`config.mk`:
```
export PLATFORM = sky130hd
export DESIGN_NAME = fetch_path
export DESIGN_NICKNAME = d
export VERILOG_FILES = /design/src/rtl/fetch_path.sv
export SDC_FILE = /design/constraint.sdc
export NUM_CORES = 1
export LEC_CHECK = 0
export CAP_MARGIN = 20
export CELL_PAD_IN_SITES_DETAIL_PLACEMENT = 1
export CELL_PAD_IN_SITES_GLOBAL_PLACEMENT = 2
export CORE_ASPECT_RATIO = 1.2
export CORE_MARGIN = 2
export CORE_UTILIZATION = 29
export CTS_CLUSTER_SIZE = 16
export DETAILED_ROUTE_END_ITERATION = 12
export PLACE_DENSITY = 0.9
export SYNTH_ARGS = -nofsm -noshare
export SYNTH_HDL_FRONTEND = slang
export SYNTH_SLANG_ARGS = --single-unit
```
`constraint.sdc`:
```
create_clock -name clk -period 3 [get_ports clk]
set_clock_uncertainty 0.2 [all_clocks]
set_input_delay 0.45 -clock clk [delete_from_list [all_inputs] [get_ports clk]]
set_output_delay 0.45 -clock clk [all_outputs]
set_load 0.1 [all_outputs]
```
`src/rtl/fetch_path.sv`:
```
// ============================================================================
// fetch_path
// ----------------------------------------------------------------------------
// Fetch stage of a 5-stage pipeline. Owns the program counter, drives the
// instruction-memory request/ack handshake and fills the IF/ID register that
// feeds the decode stage. The decode stage resolves branches and hands back
// pc_src_D / pc_br_D; wrong-path fetches are discarded here.
//
// Ports
//   clk          in   1   sole clock, all state updates on posedge
//   reset        in   1   synchronous, active-high
//   imem_req     out  1   instruction fetch request
//   imem_addr    out  32  fetch address (word aligned)
//   imem_ack     in   1   fetch complete this cycle, imem_rdata valid
//   imem_rdata   in   32  fetched instruction
//   stall_D      in   1   hazard unit: hold IF/ID
//   flush_D      in   1   hazard unit: bubble IF/ID
//   pc_src_D     in   1   branch taken, resolved in decode
//   pc_br_D      in   32  branch target (low two bits ignored)
//   inst_D       out  32  IF/ID instruction
//   pc_plus4_D   out  32  IF/ID PC+4
//   valid_D      out  1   IF/ID holds a real instruction
//
// Fetch FSM
//   FETCH : request outstanding at pc_q.
//   HOLD  : an instruction arrived while decode was stalled; it is parked in
//           buf_q and no request is issued until decode can take it.
//   DRAIN : a redirect arrived while a request was still outstanding. The
//           memory must see a stable address until it acks, so the old
//           request is kept alive, its data is dropped, and the fetch then
//           restarts at the saved redirect target.
// ============================================================================
module fetch_path #(
   parameter logic [31:0] RESET_PC = 32'h0000_0000,
   parameter logic [31:0] NOP_INST = 32'h0000_0000
) (
   input  logic        clk,
   input  logic        reset,
   output logic        imem_req,
   output logic [31:0] imem_addr,
   input  logic        imem_ack,
   input  logic [31:0] imem_rdata,
   input  logic        stall_D,
   input  logic        flush_D,
   input  logic        pc_src_D,
   input  logic [31:0] pc_br_D,
   output logic [31:0] inst_D,
   output logic [31:0] pc_plus4_D,
   output logic        valid_D
);

   typedef enum logic [1:0] {
      FETCH = 2'd0,
      HOLD  = 2'd1,
      DRAIN = 2'd2
   } state_t;

   state_t      state_q, state_d;
   logic [31:0] pc_q, pc_d;
   logic [31:0] redir_pc_q, redir_pc_d;
   logic [31:0] buf_q, buf_d;
   logic        req_q, req_d;
   logic [31:0] inst_q, inst_d;
   logic [31:0] pc4_q, pc4_d;
   logic        valid_q, valid_d;

   logic        redirect_s;
   logic [31:0] br_tgt_s;
   logic [31:0] pc_plus4_s;
   logic        deliver_s;
   logic [31:0] deliver_inst_s;

   // Branch decision: only a live, unstalled instruction in decode may redirect.
   always_comb begin
      redirect_s = pc_src_D & valid_q & ~stall_D;
      // Mask rather than slice so every target bit is consumed; targets are
      // always word aligned.
      br_tgt_s   = pc_br_D & 32'hFFFF_FFFC;
      // Modulo-2^32 increment; wrap-around is intentional and silent.
      pc_plus4_s = pc_q + 32'd4;
   end

   // Fetch FSM next-state, PC update and delivery selection.
   always_comb begin
      state_d        = state_q;
      pc_d           = pc_q;
      redir_pc_d     = redir_pc_q;
      buf_d          = buf_q;
      deliver_s      = 1'b0;
      deliver_inst_s = imem_rdata;
      case (state_q)
         FETCH: begin
            if (imem_ack) begin
               if (redirect_s) begin
                  // Wrong-path data: drop it and restart at the target.
                  pc_d = br_tgt_s;
               end else if (!stall_D) begin
                  deliver_s      = 1'b1;
                  deliver_inst_s = imem_rdata;
                  pc_d           = pc_plus4_s;
               end else begin
                  // Decode cannot accept; park the word until it can.
                  buf_d   = imem_rdata;
                  state_d = HOLD;
               end
            end else if (redirect_s) begin
               redir_pc_d = br_tgt_s;
               state_d    = DRAIN;
            end else begin
               state_d = FETCH;
            end
         end
         HOLD: begin
            if (redirect_s) begin
               pc_d    = br_tgt_s;
               state_d = FETCH;
            end else if (!stall_D) begin
               deliver_s      = 1'b1;
               deliver_inst_s = buf_q;
               pc_d           = pc_plus4_s;
               state_d        = FETCH;
            end else begin
               state_d = HOLD;
            end
         end
         DRAIN: begin
            if (imem_ack) begin
               // A redirect landing on the ack cycle is the newest target.
               if (redirect_s) begin
                  pc_d = br_tgt_s;
               end else begin
                  pc_d = redir_pc_q;
               end
               state_d = FETCH;
            end else if (redirect_s) begin
               redir_pc_d = br_tgt_s;
               state_d    = DRAIN;
            end else begin
               state_d = DRAIN;
            end
         end
         default: begin
            state_d = FETCH;
            pc_d    = pc_q;
         end
      endcase
      // No request while parked in HOLD; the address only changes after an ack.
      req_d = (state_d != HOLD);
   end

   // IF/ID register next value: flush/redirect > stall > delivery > bubble.
   always_comb begin
      inst_d  = inst_q;
      pc4_d   = pc4_q;
      valid_d = valid_q;
      if (flush_D || redirect_s) begin
         inst_d  = NOP_INST;
         valid_d = 1'b0;
      end else if (stall_D) begin
         inst_d  = inst_q;
         valid_d = valid_q;
      end else if (deliver_s) begin
         // Delivered PC is always pc_q (HOLD never advances the PC).
         inst_d  = deliver_inst_s;
         pc4_d   = pc_plus4_s;
         valid_d = 1'b1;
      end else begin
         inst_d  = NOP_INST;
         valid_d = 1'b0;
      end
   end

   // State, PC and IF/ID registers with synchronous reset.
   always_ff @(posedge clk) begin
      if (reset) begin
         state_q    <= FETCH;
         pc_q       <= RESET_PC;
         redir_pc_q <= 32'h0000_0000;
         buf_q      <= 32'h0000_0000;
         req_q      <= 1'b1;
         inst_q     <= NOP_INST;
         pc4_q      <= 32'h0000_0000;
         valid_q    <= 1'b0;
      end else begin
         state_q    <= state_d;
         pc_q       <= pc_d;
         redir_pc_q <= redir_pc_d;
         buf_q      <= buf_d;
         req_q      <= req_d;
         inst_q     <= inst_d;
         pc4_q      <= pc4_d;
         valid_q    <= valid_d;
      end
   end

   assign imem_req   = req_q;
   assign imem_addr  = pc_q;
   assign inst_D     = inst_q;
   assign pc_plus4_D = pc4_q;
   assign valid_D    = valid_q;

endmodule
```
Yosys cells after proc, flatten, opt, wreduce, memory -nomap -nowiden
Index checks and enable logic that the tools add are counted.

Logic and storage cells: 51. Flip-flop bits (word level): 164. Output and inout bits: 98.

Reductions and logical operators: 9. $add $sub $neg: 1. Mux-type cells: 22. Bitwise gates (word level): 6. Equality and inequality tests: 5.

Operator list (count): 32-bit two-way mux (8); 32-bit one-hot mux with 3 select lines (1); 32-bit by 3-bit adder with 32-bit output, second input constant (1); 2-bit two-way mux (5); 1-bit two-way mux (6); 2-bit one-hot mux with 3 select lines (1); 3-bit AND reduction (2); 2-bit != test, second input constant (2); 1-bit inverter (4); 4-bit AND reduction (1); 2-bit OR reduction (2); 3-bit nonzero test (1); 1-bit bitwise AND (2); 2-bit by 1-bit == test with 1-bit output, second input constant (1); 2-bit == test, second input constant (1); 2-bit zero test (1); 2-bit by 1-bit != test with 1-bit output, second input constant (1); 1-bit one-hot mux with 2 select lines (1); 2-bit AND reduction (1); 1-bit logical OR (1).

Logic depth before layout (Yosys ltp)
Word-level depth: 6. Gate-level depth with buffers: 8.

Worst setup path after synthesis
No wires, ideal clock.

Kind: register to register. Start point: register pc_q[2] (netlist: imem_addr[2]). End point: register pc_q[31] (netlist: imem_addr[31]). Stages on the path, launching flop included: 7. Buffers on the path: 1. Arrival time: 2620 ps. Clock period less this slack: 2942 ps. Path slack: 58 ps. Path through: dfxtp_1 nand3_2 nor4_2 buf_2 nand3_1 mux2_1 a311o_1.

Longest elaborated chain between the ends: 5.

Ends and longest elaborated chain: start: declaration (RTL line 59) `logic [31:0] pc_q, pc_d;`; start signal: assignment (RTL line 186) `pc_q <= pc_d;`; 32-bit by 3-bit adder with 32-bit output (*) (RTL line 80) `pc_plus4_s = pc_q + 32'd4;`; 32-bit two-way mux (*) (RTL line 97, 117); 32-bit two-way mux (*) (RTL line 94) `if (redirect_s) begin`; 32-bit two-way mux (RTL line 93) `if (imem_ack) begin`; 32-bit one-hot mux with 3 select lines (*) (RTL line 91) `case (state_q)`.

Every way passes the cells marked *; elsewhere a longest branch is shown, timed or not. The select of a mux whose other input is x is not followed. A chain may end at the register's enable or synchronous reset.

Final worst setup path
Start point: register pc_q[15] (netlist: imem_addr[15]). End point: register pc_q[29] (netlist: imem_addr[29]).

The elaborated chain is that of the path after synthesis.

==> results.yml <==
run_status:
  outcome: "completed"
floorplanning:
  start_util_pct: 29.7
  core_area_mm2: 0.0248
  num_rows: 63
  dieArea_mm2: 0.0267
  die_w_um: 149
  ios: 168
  die_y_um: 179
min_path:
  hp-class: "flop to flop"
power:
  peakVddDrop_mv: 0.393
  power.density_mw_per_mm2: 536
  total_leakage_power_nw: 3.77
layout:
  seqCellArea_mm2: 0.00328
  multiInputGateArea_mm2: 0.00375
  fin_area_mm2: 0.00979
  drive_above_1_share_pct: 17.9
  final_nets: 1139
  n_antenna_cell: 0
  syn_to_final_growth_pct: 32.9
  fill_cells: 2960
sta:
  whs_ps: 252
  hold_viol: 0
  setup_tns_ps: 0
  slew_headroom_pct: 54.6
  rsz0062_at_grt: "false"
  slew_viol_final: 0
  fin_crit_sh_pct: 83.3
  worst_pin_slew_ps: 675
  setup_viol: 0
  max_freq_mhz: 400
  min_period_ps: 2500
routing:
  dr.pass1.iters: 4
  wirelength_mm: 24.7
  vias: 7069
  drt_iter0_markers: 363
  via_per_inst: 5.03
  antenna_left: 0
  wl_per_cell_um: 17.6
  drc: 0
setup_path:
  critPathKind: "flop to flop"
  cp.arrival_ps: 2600
  cp_max_fo: 8
  startpoint_type: "flop"
  required_ps: 3100
  endpoint_kind: "flop"
global_route:
  grt-ovfl-total: 0
  grtUsageTotal_pct: 18.6
  grt_pass1_vias: 7183
  grt_pass1_wl_mm: 39.0
  grt_antenna_before_repair: 0
  grt_max_degree: 48
clock_network:
  cts_resized: 0
  htreeDepth: 4
  cts.clk_slew.worst_paths_ps: 80
  cts_sinks: 164
  holdBufCountCts: 0
  postCtsSetupBuffers: 0
  cts_tree: "done"
  root_buffer: "clkbuf_16"
  clk_path_buf_depth: 2
  clk_latency_ps: 430
  numCtsBuffers: 17
logic_synthesis:
  ys_ff_latch: 164
  synth_flop_cell: "dfxtp_1"
  async_reset_ff_share_pct: 0
  synth_cell_types: 63
  synth.avg_cell_area_um2: 7.99
  synth_fp_nets: 993
  netlist_instances: 922
  yosys_warnings: 0
  synthesis.area_mm2: 0.00736
  synth_edf_count: 0
  yosysSeqAreaShare_pct: 44.6
placement:
  io_buffer_count: 165
  gp_congestion: 0.798
  placed_area_mm2: 0.00921
  dp_hpwl_mm: 17.2
job:
  max-cap-violations: 0
## stage by stage
step	std cells	power [W]	setup WS [ps]	util, %
2_1_floorplan	922	0.00285	57.6	-
6_report	1406	0.00524	500	39.4
4_1_cts	1406	0.00531	491	39.4
3_3_place_gp	1374	0.00312	149	37.1
3_5_place_dp	1374	0.00313	82.3	37.1
5_1_grt	1406	0.00545	364	39.4
## worst max-delay path: stages (launching register included)
cell and delay [ps]:
dfxtp_1 500, nand3_1 250, nor4_1 520, nand3_1 180
and4_1 230, or4_1 490
## final cells by class
class / count / share of cell area, %
clock buffer: 17 / 4.35
sequential: 164 / 33.5
inverter: 7 / 0.268
timing repair buffer: 205 / 17.8
tap: 325 / 4.15
clock inverter: 15 / 1.55
multi-input combinational: 673 / 38.3
## Yosys cell counts (3+ instances only)
cell type | number | area share (%)
or4_1 | 3 | 0.31
nor3_1 | 9 | 0.61
a31oi_1 | 8 | 0.68
o31ai_1 | 3 | 0.31
a21oi_1 | 97 | 6.6
a22oi_1 | 4 | 0.41
and3_1 | 18 | 1.5
nand2_1 | 206 | 11
buf_2 | 15 | 1.0
xor2_1 | 13 | 1.5
or3_1 | 9 | 0.76
o21ai_0 | 30 | 2.0
o21ai_1 | 35 | 2.4
mux2i_1 | 32 | 4.4
a211oi_2 | 3 | 0.51
nor2_1 | 47 | 2.4
and2_1 | 6 | 0.51
a221o_1 | 4 | 0.54
xnor2_1 | 13 | 1.5
nand3_1 | 39 | 2.7
a211oi_1 | 30 | 3.1
o311ai_1 | 3 | 0.36
inv_1 | 7 | 0.36
nor4_1 | 5 | 0.42
clkbuf_1 | 58 | 3.0
dfxtp_1 | 164 | 45
nand4_1 | 14 | 1.2
## cells by family (layout without fill, tap and decap cells)
group	after synthesis	count (layout)	share of synthesized area, %
adders and majority gates	1	1	0.170
and+or+nand+nor	379	379	23.9
muxes	33	33	4.50
DFF	164	164	44.6
xor gates and xnor gates	26	26	3.09
AOI/OAI and AO/OA	234	234	18.9
buffers and inverters	85	244	4.79
## sequential cells by signal (all words and copies together) (netlist names)
| register | cells |
|---|---|
| valid_D | 1 |
| inst_D | 32 |
| imem_addr | 32 |
| redir_pc_q | 32 |
| imem_req | 1 |
| state_q | 2 |
| buf_q | 32 |
| pc_plus4_D | 32 |
## layout by cell type (no fill, tap or decap), types with 3 or more instances in the layout
| cell | synthesis | routed |
|---|---|---|
| nand2_1 | 206 | 205 |
| dfxtp_1 | 164 | 164 |
| buf_4 | 2 | 136 |
| a21oi_1 | 97 | 97 |
| clkdlybuf4s50_1 | 0 | 66 |
| nor2_1 | 47 | 45 |
| nand3_1 | 39 | 39 |
| o21ai_1 | 35 | 35 |
| mux2i_1 | 32 | 32 |
| a211oi_1 | 30 | 30 |
| o21ai_0 | 30 | 30 |
| and3_1 | 18 | 18 |
| clkbuf_16 | 0 | 17 |
| nand4_1 | 14 | 14 |
| xor2_1 | 13 | 13 |
| xnor2_1 | 13 | 13 |
| or3_1 | 9 | 9 |
| nor3_1 | 9 | 9 |
| a31oi_1 | 8 | 8 |
| inv_1 | 7 | 7 |
| and2_1 | 6 | 6 |
| inv_8 | 0 | 6 |
| nor4_1 | 5 | 5 |
| inv_6 | 0 | 5 |
| a221o_1 | 4 | 4 |
| a22oi_1 | 4 | 4 |
| or4_1 | 3 | 3 |
| a211oi_2 | 3 | 3 |
| o31ai_1 | 3 | 3 |
| o311ai_1 | 3 | 3 |
| buf_12 | 0 | 3 |
## where the power goes
| part | total, W | internal [W] | leakage, nW | switching (W) |
|---|---|---|---|---|
| combinational | 0.000781 | 0.000234 | 2.16 | 0.000547 |
| clock | 0.00217 | 0.00112 | 0.280 | 0.00106 |
| sequential | 0.00229 | 0.00224 | 1.33 | 0.0000473 |
## final timing paths
| kind | startpoint | cells past startpoint | slack (ps) | endpoint |
|---|---|---|---|---|
| max | imem_addr[15] | 5 | 500 | imem_addr[29] |
| min | inst_D[17] | 2 | 250 | inst_D[17] |
| max reg2reg | imem_addr[15] | 5 | 500 | imem_addr[29] |
| min reg2reg | inst_D[17] | 2 | 250 | inst_D[17] |
## routing by layer
| layer | vias up | global-route usage [%] | routed length, um | share of wire, % |
|---|---|---|---|---|
| li1 | 3509 | - | - | - |
| met1 | 3399 | 22.9 | 10700 | 43 |
| met2 | 140 | 32.8 | 12600 | 51 |
| met3 | 21 | 3.48 | 1020 | 4.1 |
| met4 | 0 | 5.04 | 305 | 1.2 |
| met5 | - | 0 | 0 | 0 |
Note: power is estimated with default switching activity, not from simulation.
